==> config.mk <==
export PLATFORM = sky130hd
export DESIGN_NAME = uart_tx_arbiter
export DESIGN_NICKNAME = d
export VERILOG_FILES = /design/src/rtl/uart_pkg.sv /design/src/rtl/uart_rr_pick.sv /design/src/rtl/uart_tx_arbiter.sv
export SDC_FILE = /design/constraint.sdc
export NUM_CORES = 1
export LEC_CHECK = 0
export CORE_MARGIN = 2
export CORE_UTILIZATION = 47
export DETAILED_ROUTE_END_ITERATION = 6
export GPL_TIMING_DRIVEN = 0
export HOLD_SLACK_MARGIN = 0.12
export PLACE_DENSITY = 0.78
export SLEW_MARGIN = 20
export SYNTH_ARGS = -nofsm -noshare
export SYNTH_HDL_FRONTEND = slang
export SYNTH_SLANG_ARGS = --single-unit
==> constraint.sdc <==
create_clock -name clk -period 2.9 [get_ports clk]
set_input_delay 0.58 -clock clk [delete_from_list [all_inputs] [get_ports clk]]
set_output_delay 0.58 -clock clk [all_outputs]
set_load 0.05 [all_outputs]
==> src/rtl/uart_pkg.sv <==
// Shared definitions for the UART transmit arbiter: FSM encoding, ASCII byte constants, defaults.
package uart_pkg;

  typedef enum logic [1:0] {
    ARB      = 2'd0,
    PULSE    = 2'd1,
    WAIT_RFN = 2'd2
  } state_t;

  localparam int unsigned BYTE_W     = 8;
  localparam int unsigned EN_CYC_DEF = 2;

  localparam logic [BYTE_W-1:0] ASCII_I = 8'h69;
  localparam logic [BYTE_W-1:0] ASCII_D = 8'h44;
  localparam logic [BYTE_W-1:0] ASCII_O = 8'h4F;
  localparam logic [BYTE_W-1:0] ASCII_M = 8'h4D;

endpackage

==> src/rtl/uart_rr_pick.sv <==
// Combinational rotating-priority picker; a held message lock restricts the grant to its owner.
module uart_rr_pick #(
  parameter int unsigned N_REQ = 4,
  parameter int unsigned PW    = 2
) (
  input  logic [N_REQ-1:0] req,
  input  logic [PW-1:0]    rr_ptr,
  input  logic             lock,
  input  logic [PW-1:0]    owner,
  output logic [N_REQ-1:0] grant_c,
  output logic [PW-1:0]    idx_c,
  output logic             valid_c
);

  int pos;

  // Scan from the farthest offset down so the requester nearest rr_ptr wins last.
  always_comb begin
    grant_c = '0;
    idx_c   = '0;
    valid_c = 1'b0;
    pos     = 0;
    if (lock) begin
      if (req[owner]) begin
        grant_c[owner] = 1'b1;
        idx_c          = owner;
        valid_c        = 1'b1;
      end
    end else begin
      for (int i = int'(N_REQ) - 1; i >= 0; i--) begin
        pos = int'(rr_ptr) + i;
        if (pos >= int'(N_REQ)) pos = pos - int'(N_REQ);
        if (req[PW'(pos)]) begin
          grant_c             = '0;
          grant_c[PW'(pos)]   = 1'b1;
          idx_c               = PW'(pos);
          valid_c             = 1'b1;
        end
      end
    end
  end

endmodule

==> src/rtl/uart_tx_arbiter.sv <==
// Shares one UART_Tx serializer between N_REQ byte sources, round-robin with per-message locking.
// Bytes are paced by UART_Tx's ready-for-next pulse, with a watchdog if that pulse never comes.
module uart_tx_arbiter
  import uart_pkg::*;
#(
  parameter int unsigned N_REQ       = 4,
  parameter int unsigned EN_CYC      = EN_CYC_DEF,
  parameter int unsigned TIMEOUT_CYC = 20000
) (
  input  logic                 clk,
  input  logic                 i_nRST,
  input  logic [N_REQ-1:0]     i_req,
  input  logic [8*N_REQ-1:0]   i_data,
  input  logic [N_REQ-1:0]     i_last,
  output logic [N_REQ-1:0]     o_ack,
  output logic [BYTE_W-1:0]    o_data,
  output logic                 o_nTx_EN,
  input  logic                 i_RFN,
  output logic                 o_busy,
  output logic                 o_timeout
);

  localparam int unsigned PW  = (N_REQ > 1) ? $clog2(N_REQ) : 1;
  localparam int unsigned ECW = $clog2(EN_CYC + 1);
  localparam int unsigned WDW = $clog2(TIMEOUT_CYC + 1);

  state_t             state, state_n;
  logic [PW-1:0]      rr_ptr, rr_ptr_n;
  logic [PW-1:0]      owner, owner_n;
  logic               lock, lock_n;
  logic               rfn_seen, rfn_seen_n;
  logic [ECW-1:0]     en_cnt, en_cnt_n;
  logic [WDW-1:0]     wd, wd_n;
  logic [N_REQ-1:0]   ack_n;
  logic [BYTE_W-1:0]  data_n;
  logic               ntx_n, busy_n, timeout_n;

  logic [N_REQ-1:0]   pick_grant_c;
  logic [PW-1:0]      pick_idx_c;
  logic               pick_valid_c;

  function automatic logic [PW-1:0] wrap_inc(input logic [PW-1:0] x);
    if (x == PW'(N_REQ - 1)) return '0;
    return x + PW'(1);
  endfunction

  uart_rr_pick #(.N_REQ(N_REQ), .PW(PW)) u_pick (
    .req     (i_req),
    .rr_ptr  (rr_ptr),
    .lock    (lock),
    .owner   (owner),
    .grant_c (pick_grant_c),
    .idx_c   (pick_idx_c),
    .valid_c (pick_valid_c)
  );

  always_ff @(posedge clk or negedge i_nRST) begin
    if (!i_nRST) begin
      state     <= ARB;
      rr_ptr    <= '0;
      owner     <= '0;
      lock      <= 1'b0;
      rfn_seen  <= 1'b0;
      en_cnt    <= '0;
      wd        <= '0;
      o_ack     <= '0;
      o_data    <= '0;
      o_nTx_EN  <= 1'b1;
      o_busy    <= 1'b0;
      o_timeout <= 1'b0;
    end else begin
      state     <= state_n;
      rr_ptr    <= rr_ptr_n;
      owner     <= owner_n;
      lock      <= lock_n;
      rfn_seen  <= rfn_seen_n;
      en_cnt    <= en_cnt_n;
      wd        <= wd_n;
      o_ack     <= ack_n;
      o_data    <= data_n;
      o_nTx_EN  <= ntx_n;
      o_busy    <= busy_n;
      o_timeout <= timeout_n;
    end
  end

  always_comb begin
    state_n    = state;
    rr_ptr_n   = rr_ptr;
    owner_n    = owner;
    lock_n     = lock;
    rfn_seen_n = rfn_seen;
    en_cnt_n   = en_cnt;
    wd_n       = wd;
    ack_n      = '0;
    data_n     = o_data;
    ntx_n      = o_nTx_EN;
    timeout_n  = 1'b0;

    unique case (state)
      ARB: begin
        if (pick_valid_c) begin
          data_n     = i_data[{pick_idx_c, 3'b000} +: BYTE_W];
          ack_n      = pick_grant_c;
          ntx_n      = 1'b0;
          owner_n    = pick_idx_c;
          lock_n     = ~i_last[pick_idx_c];
          if (i_last[pick_idx_c]) rr_ptr_n = wrap_inc(pick_idx_c);
          en_cnt_n   = '0;
          rfn_seen_n = 1'b0;
          state_n    = PULSE;
        end else if (lock && !i_req[owner]) begin
          // Owner abandoned its message mid-way: free the serializer for the others.
          lock_n   = 1'b0;
          rr_ptr_n = wrap_inc(owner);
        end
      end
      PULSE: begin
        if (i_RFN) rfn_seen_n = 1'b1;
        if (en_cnt == ECW'(EN_CYC - 1)) begin
          ntx_n   = 1'b1;
          wd_n    = '0;
          state_n = WAIT_RFN;
        end else begin
          en_cnt_n = en_cnt + ECW'(1);
        end
      end
      WAIT_RFN: begin
        if (rfn_seen || i_RFN) begin
          state_n = ARB;
        end else if (wd == WDW'(TIMEOUT_CYC - 1)) begin
          timeout_n = 1'b1;
          state_n   = ARB;
        end else begin
          wd_n = wd + WDW'(1);
        end
      end
      default: state_n = ARB;
    endcase

    busy_n = lock_n | (state_n != ARB);
  end

endmodule

==> metrics.yaml, run 1 <==
htree_levels: 2
final_cell_mix: "52 x clkdlybuf4s50_1, 38 x dfrtp_1, 26 x nor2_1, 25 x nand2_1"
die_x_microns: 80.5
final_common_cell: "clkdlybuf4s50_1"
die_h_microns: 80.5
fin_crit_ns: 2.87
setup.worst_path.end_class: "register"
ys_warn_count: 0
syn_avg_cell_area_sq_um: 9.90
cts_tree: "yes"
rsz0062_at_grt: "true"
layout.cell_area.non_filler_sq_um: 3830
wl_met2_mm: 3.41
wl_mm: 6.71
arrival_ns: 3.01
status: "finished clean"
crit_cells: 9
drt_pass1_iterations: 4
hpwl_mm: 4.62
cts-buffers-inserted: 5
grt_first_pass_wirelength_mm: 11.0
antenna_found_initial: 0
setup_viol: 0
drc: 0
wl_met1_mm: 2.74
diodes: 0
hp-class: "in2async"
synth-edff-count: 0
required_ns: 3.04
initial_core_util_pct: 49.4
io_pins: 58
first_global_vias: 2473
portBuffers: 55
synth_flop_cell: "dfrtp_1"
via_per_inst: 5.65
topRoutingLayerUsed: "met4"
track_usage_pct: 21.6
synth_cells: 278
finalClockSkew_ns: 0.00814
fin_total_pwr_mw: 4.30
drive_gt1_share_pct: 24.2
synth_seq_cells: 40
cts_root_buffer: "clkbuf_8"
leakage_nw: 1.68
drv_cap: 0
cp_cell_sequence: "clkinvlp_4 > ha_4 > mux4_2 > nor2b_2 > nor2_2 > o311ai_4 > mux4_2 > a21oi_2 > a31oi_1"
worst-path-buf-inv: 1
hold_viol: 0
syn_area_sq_um: 2750
clk_latency_ns: 0.30
ys_seq_area_share_pct: 36.4
place_area_sq_um: 3410
max_freq_ghz: 0.349
clk_pin_slew_ns: 0.07
path_class: "reg2reg"
slew_viol_final: 0
whs_ns: 0.125
slew_headroom_pct: 60.1
area_growth_pct: 39.2
cts_hold_buf: 0
cpMostUsedCell: "mux4_2"
tns_ns: 0
synth_fp_nets: 335
dieArea_sq_um: 6480
synth_cell_types: 48
overflow: 0
critPathMaxFanout: 5
p_per_area_nw_per_um2: 1120
row_count: 27
worst_pin_slew_ns: 0.594
ant_nets: 0
place.gp.congestion: 0.837
grt_max_degree: 34
synth-async-reset-ratio_pct: 100
coreArea_sq_um: 5570
critPathLaunchType: "register"
crit_family: "multiplexers"
cts.sinks: 40
slowest_delay_ns: 0.64
routedWlPerCell_microns: 15.4
first_iter_violations: 148
clock_path_buffers: 2
rr_worst_depth: 9
vias: 2458
nets: 419
dr_wl_met3_microns: 480
fin_crit_sh_pct: 98.9
ir_worst_vdd_v: 0.000744
slowest_stage: "mux4_2"
finish.utilization_pct: 68.7
worst register-to-register path: cells and delay by family, from the launching register on:
kind | cells | cell delay, ns
muxes | 2 | 1.18
DFF | 1 | 0.41
AOI/OAI and AO/OA | 3 | 0.50
adders and majority gates | 1 | 0.29
and+or+nand+nor | 2 | 0.21
buffers and inverters | 1 | 0.13
worst paths after layout:
check	from	to	slack, ns
setup / recovery	rr_ptr[0]	rr_ptr[1]	0.03
hold / removal	i_nRST	o_ack[3]	0.13
setup reg to reg	rr_ptr[0]	rr_ptr[1]	0.03
hold reg to reg	o_data[3]	o_data[3]	0.49
max in group asynchronous	i_nRST	o_nTx_EN	2.29
min in group clk	o_data[3]	o_data[3]	0.49
cell type report:
cell class / instances / area, sq um
plain buffers: 12 / 98.8
clock buffers: 7 / 86.3
clock inverters: 1 / 7.51
fillers: 429 / 1750
inverters: 11 / 53.8
multi-input cells: 212 / 1700
flip-flops and latches: 40 / 1000
well taps: 72 / 90.1
repair buffers: 80 / 792
power breakdown:
part	switching, mW	internal [mW]	total (mW)
Sequential	0.139	0.729	0.868
Clock	0.194	0.193	0.387
Combinational	1.59	1.46	3.04
Total	1.92	2.38	4.30
per-layer routing:
layer / vias to the layer above / track usage [%]
met1: 1186 / 26.9
met4: 0 / 6.95
met3: 11 / 5.96
met2: 95 / 36.3
met5: - / 0
li1: 1166 / -
flip-flops by register name, summed over array words and instances, names as in the netlist:
name / count
wd: 15
o_data: 8
o_ack: 4
en_cnt: 2
owner: 2
rr_ptr: 2
state: 2
lock: 1
o_busy: 1
o_nTx_EN: 1
o_timeout: 1
rfn_seen: 1
stage by stage:
step,worst slack (ns),instances
after detailed placement,-0.556,406
after global placement,-0.528,405
after CTS,-0.135,428
final,0.0308,435
after global routing,-0.0540,435
after floorplan,-0.214,278
Yosys cell counts (2+ instances only):
master    number  area (sq um)
ha_1          14           175
and3_1         4          25.0
nand2b_1       4          25.0
clkbuf_1       5          18.8
buf_2          6          30.0
or2_2          4          25.0
nand4_1        3          18.8
a211oi_1       4          30.0
mux4_2         5           113
dfrtp_1       39           976
nand2_1       25          93.8
nor2b_1        4          25.0
nand3_1       11          55.1
mux2_2        11           124
buf_12         2          40.0
xor2_1         9          78.8
a31oi_1        2          12.5
buf_6          2          22.5
o41ai_1        2          17.5
o21ai_0       12          60.1
mux2i_1       19           190
a21oi_1       10          50.1
inv_1         10          37.5
o21ai_2        7          61.3
o211ai_1       4          30.0
a21o_1         2          15.0
nor3_1         4          20.0
xnor2_1        5          43.8
a221o_1        2          20.0
nor2_1        27           101
a221oi_1       3          26.3
cell families after synthesis:
group	share of synthesized area, %
simple gates	15.9
flops	36.4
xor+xnor	4.46
fa+ha+maj	6.37
buf+inv	5.55
compound gates	14.9
mux	16.4
timing repair:
item / CTS / global route
resized for setup: 22 / 23
gates cloned: 0 / 1
setup buffers: 14 / 9
setup endpoints to repair: 17 / 17
pin swaps: 3 / 6
Power figures use the tool's default switching activity.
==> inputs of run 2 (changes only) <==
CAP_MARGIN = 0   (was not set)
clock period = 2.6 ns   (was 2.9 ns; I/O delays follow)
==> run 2 against run 1 <==
  * Worst hold slack improved by 0.36 ns
  * Highest routed layer unchanged
  * Largest power group unchanged
  * The run now ends with setup timing left
  * Maximum frequency is 0.43% lower
  * Final area up 1.1%
==> metrics.yaml, run 2 (synthesis results as in run 1) <==
fin_crit_sh_pct: 111  # +12 points
worstHoldStart: "o_data[3]"
dieArea_sq_um: 6480  # unchanged
worst-path-buf-inv: 1  # unchanged
routedWlPerCell_microns: 15.8  # +2.5%
finalClockSkew_ns: 0.00786  # -0.000277 ns
rr_worst_depth: 9  # unchanged
fin_crit_ns: 2.88  # +0.0123 ns
critPathLaunchType: "register"
layout.cell_area.non_filler_sq_um: 3870  # +1.1%
required_ns: 2.75  # -0.29 ns
final_cells: 437  # +0.46%
hold_path_depth: 2
cts_tree: "yes"
place_area_sq_um: 3410  # unchanged
status: "complete, but fails checks"
drc: 0  # unchanged
violations: "setup timing"
track_usage_pct: 22.8  # +1.2 points
path_class: "reg2reg"
nFillCells: 442  # +3.0%
hpwl_mm: 4.73  # +2.4%
coreArea_sq_um: 5570  # unchanged
r2r_end: "rr_ptr[1]"
cp_cell_sequence: "clkinvlp_4 > ha_4 > mux4_2 > nor2b_2 > nor2_2 > o311ai_4 > mux4_2 > a21oi_2 > a31oi_1"
clk_pin_slew_ns: 0.08  # about the same
portBuffers: 55  # unchanged
leakage_nw: 1.67  # -0.61%
nets: 421  # +0.48%
first_iter_violations: 146  # -1.4%
cts.sinks: 40  # unchanged
cts-buffers-inserted: 5  # unchanged
final_cell_mix: "53 x clkdlybuf4s50_1, 38 x dfrtp_1, 25 x nand2_1, 24 x nor2_1, 21 x buf_4"
regMostFlops: "wd"
dp_slack_ns: -0.872  # -0.316 ns
grt_max_degree: 31  # -8.8%
vias: 2478  # +0.81%
drv_cap: 0  # unchanged
die_h_microns: 80.5  # unchanged
clk_latency_ns: 0.29  # about the same
r2r_setup_slack_ns: -0.28  # -0.31 ns
layout_setup_ws_ns: -0.281  # -0.312 ns
overflow: 0  # unchanged
hp-class: "reg2reg"
arrival_ns: 3.03  # +0.02 ns
clock_path_buffers: 2  # unchanged
whs_ns: 0.486  # +0.360 ns
slew_headroom_pct: 57.1  # -3.1 points
hold_path_end: "o_data[3]"
place_inst: 406  # unchanged
worst_r2r_startpoint: "rr_ptr[0]"
io_pins: 58  # unchanged
row_count: 27  # unchanged
first_global_vias: 2446  # -1.1%
finish.utilization_pct: 69.4  # +0.74 points
grt_first_pass_wirelength_mm: 11.5  # +5.0%
slew_viol_final: 0  # unchanged
final_common_cell: "clkdlybuf4s50_1"
initial_core_util_pct: 49.4  # unchanged
wl_mm: 6.91  # +3.0%
critPathMaxFanout: 5  # unchanged
place.gp.congestion: 0.850  # +1.5%
cts_root_buffer: "clkbuf_8"
hold_viol: 0  # unchanged
setup_viol: 12  # +12
drt_pass1_iterations: 4  # unchanged
max_freq_ghz: 0.347  # -0.43%
tns_ns: -2.48  # -2.48 ns
slowest_stage: "mux4_2"
via_per_inst: 5.67  # +0.35%
cpMostUsedCell: "mux4_2"
htree_levels: 2  # unchanged
p_per_area_nw_per_um2: 1250  # +11%
worst_pin_slew_ns: 0.635  # +0.0414 ns
diodes: 0  # unchanged
crit_family: "multiplexers"
largest_reg_flops: 15  # unchanged
die_x_microns: 80.5  # unchanged
setup.worst_path.end_class: "register"
ir_worst_vdd_v: 0.000963  # +29%
area_growth_pct: 40.7
fin_total_pwr_mw: 4.82  # +12%
antenna_found_initial: 0  # unchanged
drive_gt1_share_pct: 26.3  # +2.1 points
rsz0062_at_grt: "true"
slowest_delay_ns: 0.64  # about the same
top_regs: "wd x15, o_data x8, o_ack x4"
ant_nets: 0  # unchanged
run 2: changes by cell type in the layout (fill, tap and decap cells not counted), sizes merged:
cell	change
clkbuf	-3
buf	+2
bufinv	+1
clkdlybuf4s50	+1
clkinv	+1
dlygate4sd3	+1
dlymetal6s2s	-1
run 2: worst max-delay path by stage:
stage | end | startpoint | cells after the start
after floorplan | rr_ptr[1] | rr_ptr[0] | 11
after global placement | rr_ptr[1] | rr_ptr[0] | 11
after detailed placement | rr_ptr[1] | rr_ptr[0] | 11
after CTS | o_data[0] | rr_ptr[0] | 14
after global routing | rr_ptr[0] | rr_ptr[0] | 9
final | rr_ptr[1] | rr_ptr[0] | 9
run 2: layout make-up:
cell class	count	area [sq um]	area share [%]
multi-input combinational	212	1720	44.5
sequential	40	1000	25.9
timing repair buffer	82	793	20.5
buffer	12	95.1	2.46
tap	72	90.1	2.33
clock buffer	5	68.8	1.78
inverter	11	53.8	1.39
clock inverter	3	42.5	1.10
run 2: metal layers:
| layer | global-route usage, % | up-vias | share of wire, % | wire length, microns |
|---|---|---|---|---|
| met5 | 0 | - | 0 | 0 |
| li1 | - | 1167 | - | - |
| met3 | 4.83 | 11 | 6.6 | 455 |
| met2 | 38.5 | 98 | 50 | 3450 |
| met1 | 29.2 | 1202 | 42 | 2930 |
| met4 | 7.46 | 0 | 1.2 | 84 |
run 2: timing repair:
action / CTS / global route
setup buffers: 13 / 12
setup endpoints to repair: 20 / 20
cloned: 1 / 0
endpoints found under the hold margin: 9 / 0
pin swaps: 5 / 7
gates resized for setup: 26 / 25
hold buffers: 1 / 0
run 2: worst reg2reg max path: cells and delay by family (launching register included):
kind | cells | cell delay (ns)
mux | 2 | 1.17
compound gates | 3 | 0.48
flops | 1 | 0.43
fa+ha+maj | 1 | 0.30
simple gates | 2 | 0.23
buf+inv | 1 | 0.15
run 2: power breakdown:
part	internal [mW]	switching (mW)	total, mW	leakage [nW]
clock	0.284	0.215	0.499	0.0541
sequential	0.813	0.166	0.979	0.516
combinational	1.57	1.78	3.34	1.10
total	2.66	2.16	4.82	1.67
==> inputs of run 3 (changes only) <==
ABC_CLOCK_PERIOD_IN_PS = 2600   (was not set)
==> results of run 3 <==
No change in the layout: final DEF, timing and power equal those of run 2.
